File: config.mk
export PLATFORM = sky130hd
export DESIGN_NAME = instr_fetch_unit_flat
export DESIGN_NICKNAME = d
export VERILOG_FILES = /design/src/rtl/instr_fetch_unit_if.sv /design/src/rtl/instr_fetch_unit.sv /design/src/flat_wrapper.sv
export SDC_FILE = /design/constraint.sdc
export NUM_CORES = 1
export LEC_CHECK = 0
export BUFFER_PORTS_ARGS = -buffer_cell sky130_fd_sc_hd__buf_2
export CORE_UTILIZATION = 60
export DETAILED_ROUTE_END_ITERATION = 12
export GPL_TIMING_DRIVEN = 0
export PLACE_DENSITY = 0.88
export SYNTH_ARGS = -nofsm -noshare
export SYNTH_HDL_FRONTEND = slang
export SYNTH_SLANG_ARGS = --single-unit
File: constraint.sdc
create_clock -name clk -period 14.1 [get_ports clk]
set_input_delay 2.115 -clock clk [delete_from_list [all_inputs] [get_ports clk]]
set_output_delay 2.115 -clock clk [all_outputs]
set_load 0.005 [all_outputs]
File: src/rtl/instr_fetch_unit_if.sv
// -----------------------------------------------------------------------------
// instr_fetch_unit_if
//   Bundles the fetch unit's bus signals: the instruction-memory request /
//   response port, the decoded-instruction hand-off to the control decoder,
//   and the branch redirect strobe from execute.
//
//   Modports
//     master : the fetch unit (drives imem_req/imem_addr and the instr head)
//     slave  : the environment (memory, decoder, execute)
//
//   Signals
//     imem_req      fetch request valid
//     imem_addr     fetch address, word aligned
//     imem_ready    memory accepts request (handshake = req & ready)
//     imem_rvalid   read data valid, in order, one per accepted request
//     imem_rdata    returned instruction word
//     instr_valid   buffer head valid
//     instr         buffer head instruction
//     instr_pc      PC of the buffer head
//     op_code       instr[6:0], feeds the control decoder
//     instr_ready   consumer pops the head (pop = valid & ready)
//     branch_taken  one-cycle redirect strobe
//     branch_target redirect address
// -----------------------------------------------------------------------------
interface instr_fetch_unit_if #(
  parameter int ADDR_W = 64
);
  logic              imem_req;
  logic [ADDR_W-1:0] imem_addr;
  logic              imem_ready;
  logic              imem_rvalid;
  logic [31:0]       imem_rdata;
  logic              instr_valid;
  logic [31:0]       instr;
  logic [ADDR_W-1:0] instr_pc;
  logic [6:0]        op_code;
  logic              instr_ready;
  logic              branch_taken;
  logic [ADDR_W-1:0] branch_target;

  modport master (
    output imem_req, imem_addr, instr_valid, instr, instr_pc, op_code,
    input  imem_ready, imem_rvalid, imem_rdata, instr_ready,
           branch_taken, branch_target
  );

  modport slave (
    input  imem_req, imem_addr, instr_valid, instr, instr_pc, op_code,
    output imem_ready, imem_rvalid, imem_rdata, instr_ready,
           branch_taken, branch_target
  );
endinterface

File: src/rtl/instr_fetch_unit.sv
// -----------------------------------------------------------------------------
// instr_fetch_unit
//   Instruction fetch front end. Issues at most one instruction-memory request
//   at a time, buffers returned words together with their PC in a small
//   circular FIFO, and presents the head entry (instr / instr_pc / op_code) to
//   the control decoder. A taken branch flushes the buffer, redirects the
//   fetch PC and discards the one response that may still be in flight.
//
//   Ports
//     clk   single clock, all state updates on posedge
//     rst   asynchronous reset, active-high
//     bus   instr_fetch_unit_if.master (memory port, instr head, redirect)
//
//   Optional build macro FETCH_PERF_EN adds:
//     perf_fetched[31:0]  number of words pushed into the buffer (wraps)
//     perf_flushes[31:0]  number of redirect cycles (wraps)
//
//   FSM
//     state    | meaning
//     ST_RUN   | normal operation, responses are pushed into the buffer
//     ST_DRAIN | redirect hit an in-flight request; next rvalid is discarded
// -----------------------------------------------------------------------------
module instr_fetch_unit #(
  parameter int                ADDR_W    = 64,
  parameter logic [ADDR_W-1:0] RESET_PC  = '0,
  parameter int                BUF_DEPTH = 2
) (
  input  logic                 clk,
  input  logic                 rst,
  instr_fetch_unit_if.master   bus
`ifdef FETCH_PERF_EN
  ,
  output logic [31:0]          perf_fetched,
  output logic [31:0]          perf_flushes
`endif
);

  localparam int PTR_W = (BUF_DEPTH > 1) ? $clog2(BUF_DEPTH) : 1;
  localparam int CNT_W = PTR_W + 1;
  localparam logic [CNT_W-1:0]  DEPTH_C    = CNT_W'(BUF_DEPTH);
  localparam logic [ADDR_W-1:0] ALIGN_MASK = ~(ADDR_W'(3));

  typedef enum logic {
    ST_RUN,
    ST_DRAIN
  } state_t;

  state_t             state;
  logic               started;
  logic               outstanding;
  logic [ADDR_W-1:0]  fetch_pc;
  logic [ADDR_W-1:0]  req_pc;
  logic [CNT_W-1:0]   count;
  logic [PTR_W-1:0]   rd_ptr;
  logic [PTR_W-1:0]   wr_ptr;
  logic               head_valid;
  logic [31:0]        head_instr;
  logic [ADDR_W-1:0]  head_pc;

  logic [31:0]        mem_instr [BUF_DEPTH];
  logic [ADDR_W-1:0]  mem_pc    [BUF_DEPTH];

  logic               req;
  logic               hs;
  logic               resp;
  logic               push;
  logic               pop;
  logic [CNT_W-1:0]   cnt_after_pop;
  logic [CNT_W-1:0]   count_next;
  logic [PTR_W-1:0]   rd_ptr_next;

  // The buffer slot is reserved when the request is issued; with a single
  // outstanding request that reduces to count < BUF_DEPTH. `started` keeps
  // the request low until the first clock edge after reset release.
  assign req  = started && !bus.branch_taken && !outstanding && (count < DEPTH_C);
  assign hs   = req && bus.imem_ready;
  // Only a response to an accepted request is meaningful.
  assign resp = bus.imem_rvalid && outstanding;
  assign push = resp && (state == ST_RUN) && !bus.branch_taken;
  assign pop  = head_valid && bus.instr_ready && !bus.branch_taken;

  assign cnt_after_pop = count - CNT_W'(pop);
  assign count_next    = cnt_after_pop + CNT_W'(push);
  assign rd_ptr_next   = rd_ptr + PTR_W'(pop);

  assign bus.imem_req    = req;
  assign bus.imem_addr   = fetch_pc;
  assign bus.instr_valid = head_valid;
  assign bus.instr       = head_instr;
  assign bus.instr_pc    = head_pc;
  assign bus.op_code     = head_instr[6:0];

  // Storage array carries no reset; only entries below count are ever read.
  always_ff @(posedge clk) begin
    if (push) begin
      mem_instr[wr_ptr] <= bus.imem_rdata;
      mem_pc[wr_ptr]    <= req_pc;
    end
  end

  always_ff @(posedge clk or posedge rst) begin
    if (rst) begin
      state       <= ST_RUN;
      started     <= 1'b0;
      outstanding <= 1'b0;
      fetch_pc    <= RESET_PC;
      req_pc      <= RESET_PC;
      count       <= '0;
      rd_ptr      <= '0;
      wr_ptr      <= '0;
      head_valid  <= 1'b0;
      head_instr  <= '0;
      head_pc     <= '0;
    end else begin
      started <= 1'b1;

      if (hs) begin
        outstanding <= 1'b1;
        req_pc      <= fetch_pc;
      end else if (resp) begin
        outstanding <= 1'b0;
      end

      if (bus.branch_taken) begin
        fetch_pc <= bus.branch_target & ALIGN_MASK;
      end else if (hs) begin
        fetch_pc <= fetch_pc + ADDR_W'(4);
      end

      // A redirect that coincides with the response discards it directly,
      // so draining is only needed when the response is still to come.
      case (state)
        ST_RUN: begin
          if (bus.branch_taken && outstanding && !bus.imem_rvalid) begin
            state <= ST_DRAIN;
          end
        end
        ST_DRAIN: begin
          if (resp) begin
            state <= ST_RUN;
          end
        end
        default: state <= ST_RUN;
      endcase

      if (bus.branch_taken) begin
        count      <= '0;
        rd_ptr     <= '0;
        wr_ptr     <= '0;
        head_valid <= 1'b0;
      end else begin
        count      <= count_next;
        rd_ptr     <= rd_ptr_next;
        if (push) begin
          wr_ptr <= wr_ptr + PTR_W'(1);
        end
        head_valid <= (count_next != '0);
        // Head registers mirror the FIFO entry at rd_ptr_next. The pushed
        // word becomes the head only if nothing else remains after the pop.
        if (push && (cnt_after_pop == '0)) begin
          head_instr <= bus.imem_rdata;
          head_pc    <= req_pc;
        end else if (pop && (cnt_after_pop != '0)) begin
          head_instr <= mem_instr[rd_ptr_next];
          head_pc    <= mem_pc[rd_ptr_next];
        end
      end
    end
  end

`ifdef FETCH_PERF_EN
  always_ff @(posedge clk or posedge rst) begin
    if (rst) begin
      perf_fetched <= '0;
      perf_flushes <= '0;
    end else begin
      if (push) begin
        perf_fetched <= perf_fetched + 32'd1;
      end
      if (bus.branch_taken) begin
        perf_flushes <= perf_flushes + 32'd1;
      end
    end
  end
`endif

endmodule
File: src/flat_wrapper.sv
// flat-port wrapper written by rule: the top's interface ports become plain ports
module instr_fetch_unit_flat 
#(
  parameter int                ADDR_W    = 64,
  parameter logic [ADDR_W-1:0] RESET_PC  = '0,
  parameter int                BUF_DEPTH = 2
)
  (clk, rst, bus_imem_req, bus_imem_addr, bus_instr_valid, bus_instr, bus_instr_pc, bus_op_code, bus_imem_ready, bus_imem_rvalid, bus_imem_rdata, bus_instr_ready, bus_branch_taken, bus_branch_target);
  instr_fetch_unit_if #(.ADDR_W(ADDR_W)) bus_i ();
  input  logic clk;
  input  logic rst;
  output wire logic [$bits(bus_i.imem_req)-1:0] bus_imem_req;
  output wire logic [$bits(bus_i.imem_addr)-1:0] bus_imem_addr;
  output wire logic [$bits(bus_i.instr_valid)-1:0] bus_instr_valid;
  output wire logic [$bits(bus_i.instr)-1:0] bus_instr;
  output wire logic [$bits(bus_i.instr_pc)-1:0] bus_instr_pc;
  output wire logic [$bits(bus_i.op_code)-1:0] bus_op_code;
  input wire logic [$bits(bus_i.imem_ready)-1:0] bus_imem_ready;
  input wire logic [$bits(bus_i.imem_rvalid)-1:0] bus_imem_rvalid;
  input wire logic [$bits(bus_i.imem_rdata)-1:0] bus_imem_rdata;
  input wire logic [$bits(bus_i.instr_ready)-1:0] bus_instr_ready;
  input wire logic [$bits(bus_i.branch_taken)-1:0] bus_branch_taken;
  input wire logic [$bits(bus_i.branch_target)-1:0] bus_branch_target;
  assign bus_imem_req = bus_i.imem_req;
  assign bus_imem_addr = bus_i.imem_addr;
  assign bus_instr_valid = bus_i.instr_valid;
  assign bus_instr = bus_i.instr;
  assign bus_instr_pc = bus_i.instr_pc;
  assign bus_op_code = bus_i.op_code;
  assign bus_i.imem_ready = bus_imem_ready;
  assign bus_i.imem_rvalid = bus_imem_rvalid;
  assign bus_i.imem_rdata = bus_imem_rdata;
  assign bus_i.instr_ready = bus_instr_ready;
  assign bus_i.branch_taken = bus_branch_taken;
  assign bus_i.branch_target = bus_branch_target;
  instr_fetch_unit #(.ADDR_W(ADDR_W), .RESET_PC(RESET_PC), .BUF_DEPTH(BUF_DEPTH)) u_core (.clk(clk), .rst(rst), .bus(bus_i));
endmodule
==> flow_summary.json <==
{
  "run_status": "completed",
  "min_path_type": "flip-flop to flip-flop",
  "ctsHtreeMaxLevel": 2,
  "synth.largest_area_cell": "dfrtp_1",
  "critical_path.max_fanout": 7,
  "worstPathCellList": "buf_2 -> or4b_4 -> clkinv_2 -> buf_2",
  "power.static_leakage_nw": 8.86,
  "postCtsSetupRepairBufs": 0,
  "clkTransAtPathRegs_ps": 60,
  "synth_compound_area_share_pct": 14.9,
  "max_stage_delay_ps": 550,
  "main_combinational_cell_family_by_area_after_synthesis": "simple AND/OR/NAND/NOR gates",
  "numCtsBuffers": 42,
  "net_total_in_the_final_layout": 2055,
  "route.vias.total": 15169,
  "primary_ff_master_synth": "dfrtp_1",
  "final_area_sq_um": 21300,
  "dr.pass1.iters": 6,
  "worstPathArrival_ps": 3090,
  "synth_cell_type_count": 59,
  "synth_seq_area_share_pct": 63.0,
  "fin_ws_ps": 8890,
  "post_cts_resized": 0,
  "core_sq_um": 29100,
  "async_reset_ff_share_pct": 54.6,
  "max_slew_margin_pct": 17.2,
  "synth.top_cells.by_area": "dfrtp_1 32%, edfxtp_1 31%, nand2_1 6.8%",
  "drc_violation_count_after_routing": 0,
  "synth_cells": 1634,
  "numPortBuffers": 264,
  "rsz0062_at_grt": "no",
  "initial_antenna_violation_count": 3,
  "initial_drt_markers": 1937,
  "cts_tree": "yes",
  "grt.overflow.total": 0,
  "avgViaCountPerCell": 6.40,
  "timing_worst_slew_pin_value_ps": 1230,
  "synthToLayoutAreaGrowth_pct": 18.9,
  "fin_crit_sh_pct": 36.9,
  "synth.mux.area_fraction_pct": 0.739,
  "final_period_minus_worst_setup_slack_ps": 5210,
  "cts.root.buffer_cell": "clkbuf_16",
  "initial_utilization_pct": 61.7,
  "critPathRequiredTime_ps": 11980,
  "fp.dieW_microns": 175,
  "post_synthesis_cell_area_sq_um": 17900,
  "critPathCaptureType": "primary output",
  "crit_path_top_delay_cell": "or4b_4",
  "placedInstanceArea_sq_um": 19900,
  "synth_edf_count": 188,
  "post_synth.cell_area_avg_sq_um": 11.0,
  "drive_gt1_share_pct": 19.9,
  "routabilityCongestion": 0.967,
  "timing.critical_path.from_type": "input pin",
  "worstSetupPathType": "input pin to primary output",
  "global_route.usage.total_pct": 35.4,
  "synth.top_cell.area_share_pct": 31.5,
  "r2r_setup_slack_ps": 10660,
  "wl_per_cell_microns": 22.8,
  "synth_xor_area_share_pct": 0.244,
  "critical_path.most_common_cell": "buf_2",
  "synth.ff_latch_count": 414,
  "synth_simple_gate_area_share_pct": 17.4,
  "detailedPlacementHpwl_mm": 36.4,
  "clkSinkCount": 414,
  "dieArea_sq_um": 30600,
  "ios": 271,
  "worst_skew_pair.late_latency_ps": 550,
  "routed_wirelength_mm": 54.1,
  "cts-root-to-sink-buffers": 3,
  "yosys_warnings": 0,
  "final.setup.tns_ps": 0,
  "synth_fa_ha_area_share_pct": 0.209,
  "fmax_mhz": 192,
  "dp_slack_ps": 8780,
  "grt_start_max_net_pins": 124,
  "power_density_nw_per_um2": 157,
  "slew_violations": 0,
  "wire_length_of_the_first_global_routing_pass_mm": 82.9,
  "number_of_global_route_vias_before_repair": 14772,
  "floorplan.die.height_microns": 175,
  "irDropWorstVdd_uv": 86.4,
  "drt.antenna.violating_nets": 0,
  "skew_ps": 16.2,
  "cap_viol_max_count": 0,
  "placement_rows": 62,
  "hold_violations": 0,
  "cts.hold.buffers_added": 0,
  "setup_failing_eps_final": 0
}
-- area by class of cell --
cell class | count | area, sq um
Sequential cell | 414 | 11300
Inverter | 20 | 83.8
Buffer | 128 | 559
Clock buffer | 62 | 1260
Timing Repair Buffer | 269 | 1440
Antenna cell | 3 | 7.51
Clock inverter | 15 | 178
Tap cell | 384 | 480
Multi-Input combinational cell | 1075 | 6030
Fill cell | 1968 | 7740
-- per-layer routing --
metal	track usage [%]	part of all wire [%]	up-vias
li1	-	-	6596
met1	48.2	39	7307
met2	55.2	46	1109
met3	7.07	11	157
met4	16.1	4.4	0
met5	0	0	-
-- layout by cell type, fill, tap and decap left out, drive strengths merged, types with 16 or more instances in the layout --
master and count:
nand3 33, nor2 20, edfxtp 188, o311ai 16
buf 309, or4 16, dfrtp 226, o21ai 228
nand2 324, nand4 43, nor4 21, inv 21
nor2b 96, a211oi 94, o211ai 17, clkbuf 150
-- worst max-delay path, delay by kind of cell --
kind,cells,cell delay (ps)
buffers and inverters,3,410
AND/OR/NAND/NOR,1,550
-- kinds of logic (layout without fill, tap and decap cells) --
group / Yosys count / in the layout
AO/OA/AOI/OAI: 428 / 428
AND/OR/NAND/NOR: 621 / 621
multiplexers: 13 / 13
XOR/XNOR: 5 / 5
flip-flops: 414 / 414
adder cells (fa/ha/maj): 3 / 3
buffers and inverters: 148 / 494
other: 2 / 8
-- sequential cells by signal, indices dropped and copies added (netlist names), 2 cells and up --
register              cells
u_core.mem_pc           124
u_core.req_pc            62
u_core.bus.imem_addr     62
u_core.bus.instr_pc      62
u_core.mem_instr         64
u_core.bus.instr         32
u_core.count              2
-- metrics by stage --
stage          total power [mW]  instances  utilization (%)  hold slack, ps
6_report                   3.34       2370             73.4             473
5_1_grt                    3.47       2369             73.4             500
4_1_cts                    3.33       2367             73.4             477
3_5_place_dp               2.20       2290             68.4             464
3_3_place_gp               2.16       2285             67.9             456
2_1_floorplan              1.88       1637                -             458
-- synthesized netlist by cell type (17+ instances only) --
cell / number
edfxtp_1: 188
a211oi_1: 94
nor2_1: 20
nand2_1: 323
buf_2: 24
o21ai_0: 228
dfrtp_1: 226
nand3_1: 33
clkbuf_1: 88
o211ai_1: 17
nand4_1: 40
inv_1: 18
nor2b_1: 96
-- report_power, final --
part / switching, mW / internal [mW]
logic: 0.310 / 0.231
registers: 0.171 / 1.49
clock network: 0.467 / 0.679
-- path summary, 6_finish.rpt --
| kind | endpoint | cells after the start | start |
|---|---|---|---|
| max reg2reg | u_core.bus.instr_pc[57] | 10 | u_core.bus.instr_valid |
| min reg2reg | u_core.bus.instr[19] | 2 | u_core.bus.instr[19] |
| min in group asynchronous | u_core.bus.instr[22] | 2 | rst |
| max in group asynchronous | u_core.bus.instr_pc[50] | 3 | rst |
| min | u_core.bus.instr[19] | 2 | u_core.bus.instr[19] |
| max | bus_imem_req | 4 | bus_branch_taken |
(Power assumes the default switching activity.)
